**config.mk**
```make
export PLATFORM = sky130hd
export DESIGN_NAME = serial_add_sub
export DESIGN_NICKNAME = d
export VERILOG_FILES = /design/src/rtl/serial_add_sub.sv
export SDC_FILE = /design/constraint.sdc
export NUM_CORES = 1
export LEC_CHECK = 0
export ABC_AREA = 1
export CAP_MARGIN = 25
export CORE_ASPECT_RATIO = 0.8
export CORE_MARGIN = 8
export CORE_UTILIZATION = 57
export DETAILED_ROUTE_END_ITERATION = 16
export PLACE_DENSITY_LB_ADDON = 0.15
export SYNTH_ARGS = -nofsm -noshare
export SYNTH_HDL_FRONTEND = slang
export SYNTH_SLANG_ARGS = --single-unit
```
**constraint.sdc**
```tcl
create_clock -name clk -period 2.9 [get_ports clk]
set_clock_uncertainty 0.05 [all_clocks]
set_input_delay 0.58 -clock clk [delete_from_list [all_inputs] [get_ports clk]]
set_output_delay 0.58 -clock clk [all_outputs]
set_load 0.005 [all_outputs]
```
**src/rtl/serial_add_sub.sv**
```systemverilog
// Bit-serial adder/subtractor: one full-adder cell plus carry flop, LSB first,
// wrapped in a start/busy/done handshake. Outputs are registered one cycle behind the FSM.
module serial_add_sub #(
    parameter int WIDTH = 8
) (
    input  logic             clk,
    input  logic             nrst,
    input  logic             start,
    input  logic             sub,
    input  logic [WIDTH-1:0] a,
    input  logic [WIDTH-1:0] b,
    output logic             busy,
    output logic             done,
    output logic [WIDTH-1:0] sum,
    output logic             cout,
    output logic             ovf
);

    localparam int CNT_W = $clog2(WIDTH);
    localparam logic [CNT_W-1:0] CNT_LAST = CNT_W'(WIDTH - 1);
    localparam logic [CNT_W-1:0] CNT_MSB_CIN = CNT_W'(WIDTH - 2);

    typedef enum logic [1:0] {
        IDLE  = 2'd0,
        SHIFT = 2'd1,
        DONE  = 2'd2
    } state_t;

    state_t           state_reg;
    logic [WIDTH-1:0] op_a_reg;
    logic [WIDTH-1:0] op_b_reg;
    logic [WIDTH-1:0] res_reg;
    logic             carry_reg;
    logic             msb_cin_reg;
    logic [CNT_W-1:0] cnt_reg;

    logic s_bit;
    logic carry_next;

    // The single full-adder cell working on the current LSBs.
    assign s_bit      = op_a_reg[0] ^ op_b_reg[0] ^ carry_reg;
    assign carry_next = (op_a_reg[0] & op_b_reg[0]) |
                        (carry_reg & (op_a_reg[0] ^ op_b_reg[0]));

    always_ff @(posedge clk or negedge nrst) begin
        if (!nrst) begin
            state_reg   <= IDLE;
            op_a_reg    <= '0;
            op_b_reg    <= '0;
            res_reg     <= '0;
            carry_reg   <= 1'b0;
            msb_cin_reg <= 1'b0;
            cnt_reg     <= '0;
            busy        <= 1'b0;
            done        <= 1'b0;
            sum         <= '0;
            cout        <= 1'b0;
            ovf         <= 1'b0;
        end else begin
            busy <= (state_reg == SHIFT);
            done <= (state_reg == DONE);

            // Result flags are published only once all bits are in, so no partial values leak.
            if (state_reg == DONE) begin
                sum  <= res_reg;
                cout <= carry_reg;
                ovf  <= msb_cin_reg ^ carry_reg;
            end

            case (state_reg)
                IDLE, DONE: begin
                    if (start) begin
                        state_reg   <= SHIFT;
                        op_a_reg    <= a;
                        op_b_reg    <= sub ? ~b : b;
                        carry_reg   <= sub;
                        msb_cin_reg <= 1'b0;
                        cnt_reg     <= '0;
                        res_reg     <= '0;
                    end else begin
                        state_reg <= IDLE;
                    end
                end
                SHIFT: begin
                    op_a_reg  <= op_a_reg >> 1;
                    op_b_reg  <= op_b_reg >> 1;
                    carry_reg <= carry_next;
                    res_reg   <= {s_bit, res_reg[WIDTH-1:1]};
                    // Carry out of bit WIDTH-2 is the carry into the MSB.
                    if (cnt_reg == CNT_MSB_CIN) begin
                        msb_cin_reg <= carry_next;
                    end
                    if (cnt_reg == CNT_LAST) begin
                        state_reg <= DONE;
                    end else begin
                        cnt_reg <= cnt_reg + 1'b1;
                    end
                end
                default: state_reg <= IDLE;
            endcase
        end
    end

endmodule

```
==> results of run 1 <==
-- area by class of cell --
class	instances	area share (%)
clock buffers	6	3.03
inverters	40	6.37
well taps	42	2.19
multi-input cells	155	30.0
flip-flops and latches	43	44.9
clock inverters	2	0.522
repair buffers	32	13.0
-- layer usage --
metal / wire [um] / up-vias / global-route usage, % / part of all wire (%)
li1: - / 820 / - / -
met1: 1850 / 726 / 19.7 / 49
met2: 1680 / 27 / 21.1 / 44
met3: 168 / 8 / 3.50 / 4.5
met4: 79 / 0 / 8.56 / 2.1
met5: 0 / - / 0 / 0
-- worst reg2reg max path, stage by stage, from the launching register on --
cell and delay (ns):
dfrtp_1 0.66, inv_2 0.18, nand2_1 0.36, nand2_2 0.21
inv_2 0.22, nand2_1 0.09, nand2_1 0.07
-- worst min-delay path by stage --
stage | start | end
global route | nrst | op_a_reg[4]
floorplan | nrst | busy
CTS | nrst | op_b_reg[3]
detailed placement | op_a_reg[7] | op_a_reg[7]
global placement | op_a_reg[4] | op_a_reg[4]
finish | nrst | busy
-- where the power goes --
group / switching [mW] / internal (mW)
Combinational: 0.508 / 0.405
Clock: 0.200 / 0.168
Sequential: 0.163 / 0.870
-- per-stage QoR --
stage	hold WS, ns	util [%]	power [mW]	area, um^2
after CTS	0.399	70.5	2.35	2400
after global routing	0.441	70.5	2.54	2400
final	0.350	70.5	2.32	2400
after global placement	0.406	68.0	1.94	2310
after floorplan	0.234	-	1.66	2000
after detailed placement	0.414	68.0	1.97	2310
-- logic make-up after synthesis --
logic type	after synthesis	synth area share [%]
DFF	43	53.7
AOI/OAI and AO/OA	17	4.25
buffers and inverters	48	10.4
adders and majority gates	4	2.87
and+or+nand+nor	133	28.3
xor gates and xnor gates	1	0.437
-- cell usage in the layout (no fill, tap or decap) --
master	instances
o21ai_1	17
nand3_1	41
inv_2	4
nand2_1	84
nor2_2	2
ha_1	3
clkbuf_1	1
clkdlybuf4s50_1	30
inv_4	1
fa_1	1
clkinvlp_4	1
clkinv_2	1
clkinv_1	1
clkbuf_8	5
dfrtp_1	43
or2_1	1
xor2_1	1
buf_4	1
nand2_2	2
nor2_1	2
buf_2	1
nand3b_1	1
inv_1	34
==> results.json, run 1 <==
{
  "outcome": "finished, final reports clean",
  "path_cells": "inv_2 > nand2_1 > nand2_2 > inv_2 > nand2_1 > nand2_1",
  "areaGrowthSynthToFinish_pct": 19.7,
  "power.density_mw_per_mm2": 966,
  "ff2ff_path_depth": 6,
  "drt_first_iter_violations": 122,
  "yosysMostFrequentCell": "nand2_1",
  "synth.avg_cell_area_um2": 8.14,
  "multi_input_area_um2": 718,
  "cts_root_buf": "clkbuf_8",
  "setup_viol": 0,
  "critPathRequiredTime_ns": 3.09,
  "num_rows": 19,
  "wl_per_cell_um": 11.8,
  "fin_nets": 301,
  "diodes": 0,
  "fin_tns_setup_ns": 0,
  "slowest_delay_ns": 0.66,
  "critPathCapture": "op_b_reg[7]",
  "ys.flop_type": "dfrtp_1",
  "yosysTopAreaCell": "dfrtp_1",
  "antenna_found_initial": 0,
  "cts_made_buffers": 5,
  "final_hold_viol_count": 0,
  "routabilityCongestion": 0.762,
  "initial_core_util_pct": 58.9,
  "clockBufferDepth": 2,
  "grt_usage_pct": 14.8,
  "drive_above_1_share_pct": 6.47,
  "slowest_stage": "dfrtp_1",
  "dp_cells": 312,
  "min_period_ns": 1.89,
  "ys_seq_area_share_pct": 53.7,
  "cts_tree": "yes",
  "r2r_slack_ns": 1.01,
  "postRouteAntennaNets": 0,
  "io_buffers": 31,
  "relSlewSlack_pct": 38.5,
  "path_delay_family": "simple AND/OR/NAND/NOR gates",
  "io_pins": 32,
  "die_h_um": 69.0,
  "dr.pass1.iters": 4,
  "startpoint_type": "flip-flop",
  "cp.arrival_ns": 2.08,
  "yosysWarnings": 0,
  "postSynthCellCount": 246,
  "crit_cells": 6,
  "p_leak_nw": 1.25,
  "reg2reg_from": "state_reg[0]",
  "reg2reg_to": "op_b_reg[7]",
  "synth_nets": 270,
  "gr-total-overflow": 0,
  "synth_edf_count": 0,
  "via_count": 1581,
  "wirelength_um": 3770,
  "worstMarginPinSlew_ns": 0.923,
  "cts_sinks": 43,
  "rsz0062_at_grt": "false",
  "htreeDepth": 2,
  "drc": 0,
  "dp_hpwl_um": 2750,
  "core-area_mm2": 0.00340,
  "hp-class": "primary input to asynchronous set/reset pin",
  "die_w_um": 82.3,
  "ys_async_sr_fraction_pct": 100,
  "cpMostUsedCell": "nand2_1",
  "grt_max_degree": 44,
  "ys_ff_latch": 43,
  "die_area_mm2": 0.00568,
  "critPathLaunch": "state_reg[0]",
  "drv_cap": 0,
  "fmax_ghz": 0.530,
  "fin_cells": 320,
  "synth.top_cells.by_count": "nand2_1 (84), dfrtp_1 (43), nand3_1 (41)",
  "fin_crit_sh_pct": 65.1,
  "yosysTopAreaCellShare_pct": 53.7,
  "final-max-slew-violation-count": 0,
  "place_ws_ns": 0.676,
  "critPathKind": "flip-flop to flip-flop",
  "yosysUniqueCellTypes": 20,
  "clk_pin_slew_ns": 0.08,
  "grt_pass1_vias": 1498,
  "syn_area_mm2": 0.00200,
  "path_buf_inv": 2,
  "worstPathMaxFanout": 13,
  "insertion_delay_ns": 0.30,
  "vdd_drop_max_mv": 0.452,
  "cts_resized": 0,
  "synthTopCellsByArea": "dfrtp_1 (54%), nand2_1 (16%), nand3_1 (10%)",
  "grt_pass1_wl_um": 6660,
  "fin_ws_ns": 1.01,
  "hold_buffers": 0,
  "n_fill_cell": 301,
  "register_area_mm2": 0.00108,
  "vias_per_cell": 4.94,
  "cts_setup_buffers": 0,
  "crit_path_end_kind": "flip-flop"
}
Note: power is estimated with default switching activity, not from simulation.
==> inputs of run 2 (changes only) <==
- CORE_UTILIZATION: 57 -> 47
- clock period: 2.9 -> 1.7 ns (I/O delays scaled with it)
==> run 2 against run 1 <==
Hold slack worse by 0.29 ns; sequential power is 68% higher; combinational power is 83% higher; count of clock-buffer cells in the layout stayed put; register-to-register slack worse by 0.69 ns; setup slack worse by 0.85 ns; non-clock buffer count is 7 higher; die area is 17% higher; critical path depth is 5 lower; flip-flop and latch count stayed put; final area is 3.5% higher; via count is 0.63% lower.
==> results.json, run 2 (synthesis results as in run 1) <==
{
  "outcome": "finished, final reports clean",
  "grt_usage_pct": 13.4,
  "final_common_cell": "nand2_1",
  "path_delay_family": "buffers and inverters",
  "relSlewSlack_pct": 65.4,
  "setup_viol": 0,
  "vdd_drop_max_mv": 1.09,
  "grt_pass1_wl_um": 6850,
  "htreeDepth": 2,
  "core-area_mm2": 0.00415,
  "critPathKind": "flip-flop to primary output",
  "r2r_slack_ns": 0.32,
  "num_rows": 21,
  "die_w_um": 89.0,
  "insertion_delay_ns": 0.29,
  "cts_root_buf": "clkbuf_8",
  "cts_made_buffers": 5,
  "n_fill_cell": 426,
  "wirelength_um": 3800,
  "power.internal_mw": 2.53,
  "power.share.clock_pct": 15.4,
  "wl_per_cell_um": 11.1,
  "clockBufferDepth": 2,
  "cts_resized": 0,
  "multi_input_area_um2": 718,
  "min_period_ns": 1.54,
  "worstMarginPinSlew_ns": 0.520,
  "drv_cap": 0,
  "vias_per_cell": 4.59,
  "io_buffers": 31,
  "areaGrowthSynthToFinish_pct": 23.9,
  "diodes": 0,
  "antenna_found_initial": 0,
  "p_seq_share_pct": 43.1,
  "final_cell_mix": "nand2_1 (84), dfrtp_1 (43), nand3_1 (41)",
  "cts_tree": "yes",
  "drc": 0,
  "fin_nets": 308,
  "fin_ws_ns": 0.160,
  "final-max-slew-violation-count": 0,
  "slowest_delay_ns": 0.50,
  "grt_max_degree": 44,
  "register_area_mm2": 0.00108,
  "fin_cells": 342,
  "initial_core_util_pct": 48.3,
  "routabilityCongestion": 0.822,
  "final_hold_viol_count": 0,
  "fin_crit_sh_pct": 90.6,
  "hold_buffers": 0,
  "slowest_stage": "clkdlybuf4s50_1",
  "fin_util_pct": 59.8,
  "postRouteAntennaNets": 0,
  "drt_first_iter_violations": 73,
  "cp.arrival_ns": 1.15,
  "fin_tns_setup_ns": 0,
  "critPathRequiredTime_ns": 1.31,
  "switching_share_pct": 37.1,
  "startpoint_type": "flip-flop",
  "via_count": 1571,
  "crit_path_end_kind": "primary output",
  "hp-class": "primary input to asynchronous set/reset pin",
  "die_area_mm2": 0.00662,
  "place_ws_ns": 0.115,
  "cts_sinks": 43,
  "clk_pin_slew_ns": 0.08,
  "dr.pass1.iters": 4,
  "reg2reg_from": "cnt_reg[0]",
  "p_switching_mw": 1.49,
  "path_cells": "clkdlybuf4s50_1",
  "critPathLaunch": "ovf",
  "dp_hpwl_um": 2740,
  "worstPathMaxFanout": 2,
  "path_buf_inv": 1,
  "dp_cells": 334,
  "grt_pass1_vias": 1540,
  "power.density_mw_per_mm2": 1620,
  "drive_above_1_share_pct": 8.77,
  "die_h_um": 74.4,
  "gr-total-overflow": 0,
  "rsz0062_at_grt": "false",
  "pwr-share-comb_pct": 41.5,
  "p_leak_nw": 1.29,
  "fmax_ghz": 0.650,
  "cts_setup_buffers": 0,
  "io_pins": 32
}
==> run 2: changes by cell type in the layout (fill, tap and decap cells not counted) <==
cell,change
buf_12,+1
buf_4,+6
==> run 2: cell type report <==
| class | count | area share, % |
|---|---|---|
| Clock buffer | 6 | 2.92 |
| Clock inverter | 2 | 0.504 |
| Inverter | 40 | 6.15 |
| Multi-Input combinational cell | 155 | 28.9 |
| Sequential cell | 43 | 43.4 |
| Tap cell | 57 | 2.87 |
| Timing Repair Buffer | 39 | 15.2 |
==> run 2: worst paths after layout <==
kind,cells after the start,to
min in group clk,2,op_a_reg[5]
min reg2reg,2,op_a_reg[5]
min,2,sum[4]
max in group asynchronous,2,op_a_reg[4]
max,1,ovf
max reg2reg,7,cnt_reg[2]
==> run 2: per-stage QoR <==
stage	instance area [um^2]	hold slack [ns]	power, mW
floorplan	2000	-0.00559	2.83
global placement	2400	0.390	3.40
detailed placement	2400	0.389	3.44
CTS	2480	0.0652	4.08
global route	2480	0.0973	4.41
finish	2480	0.0561	4.02
==> run 2: routing by layer <==
layer / routed length (um) / vias to the layer above / global-route usage [%]
li1: - / 836 / -
met2: 1660 / 33 / 19.5
met1: 1880 / 698 / 17.5
met5: 0 / - / 0
met3: 202 / 4 / 4.75
met4: 48 / 0 / 5.51
==> run 2: power groups by stage <==
stage	registers [mW]	clock network (mW)	logic, mW
final	1.73	0.620	1.67
after global routing	1.80	0.683	1.93
after CTS	1.73	0.647	1.70
after detailed placement	1.75	0	1.69
after global placement	1.74	0	1.66
after floorplan	1.72	0	1.12
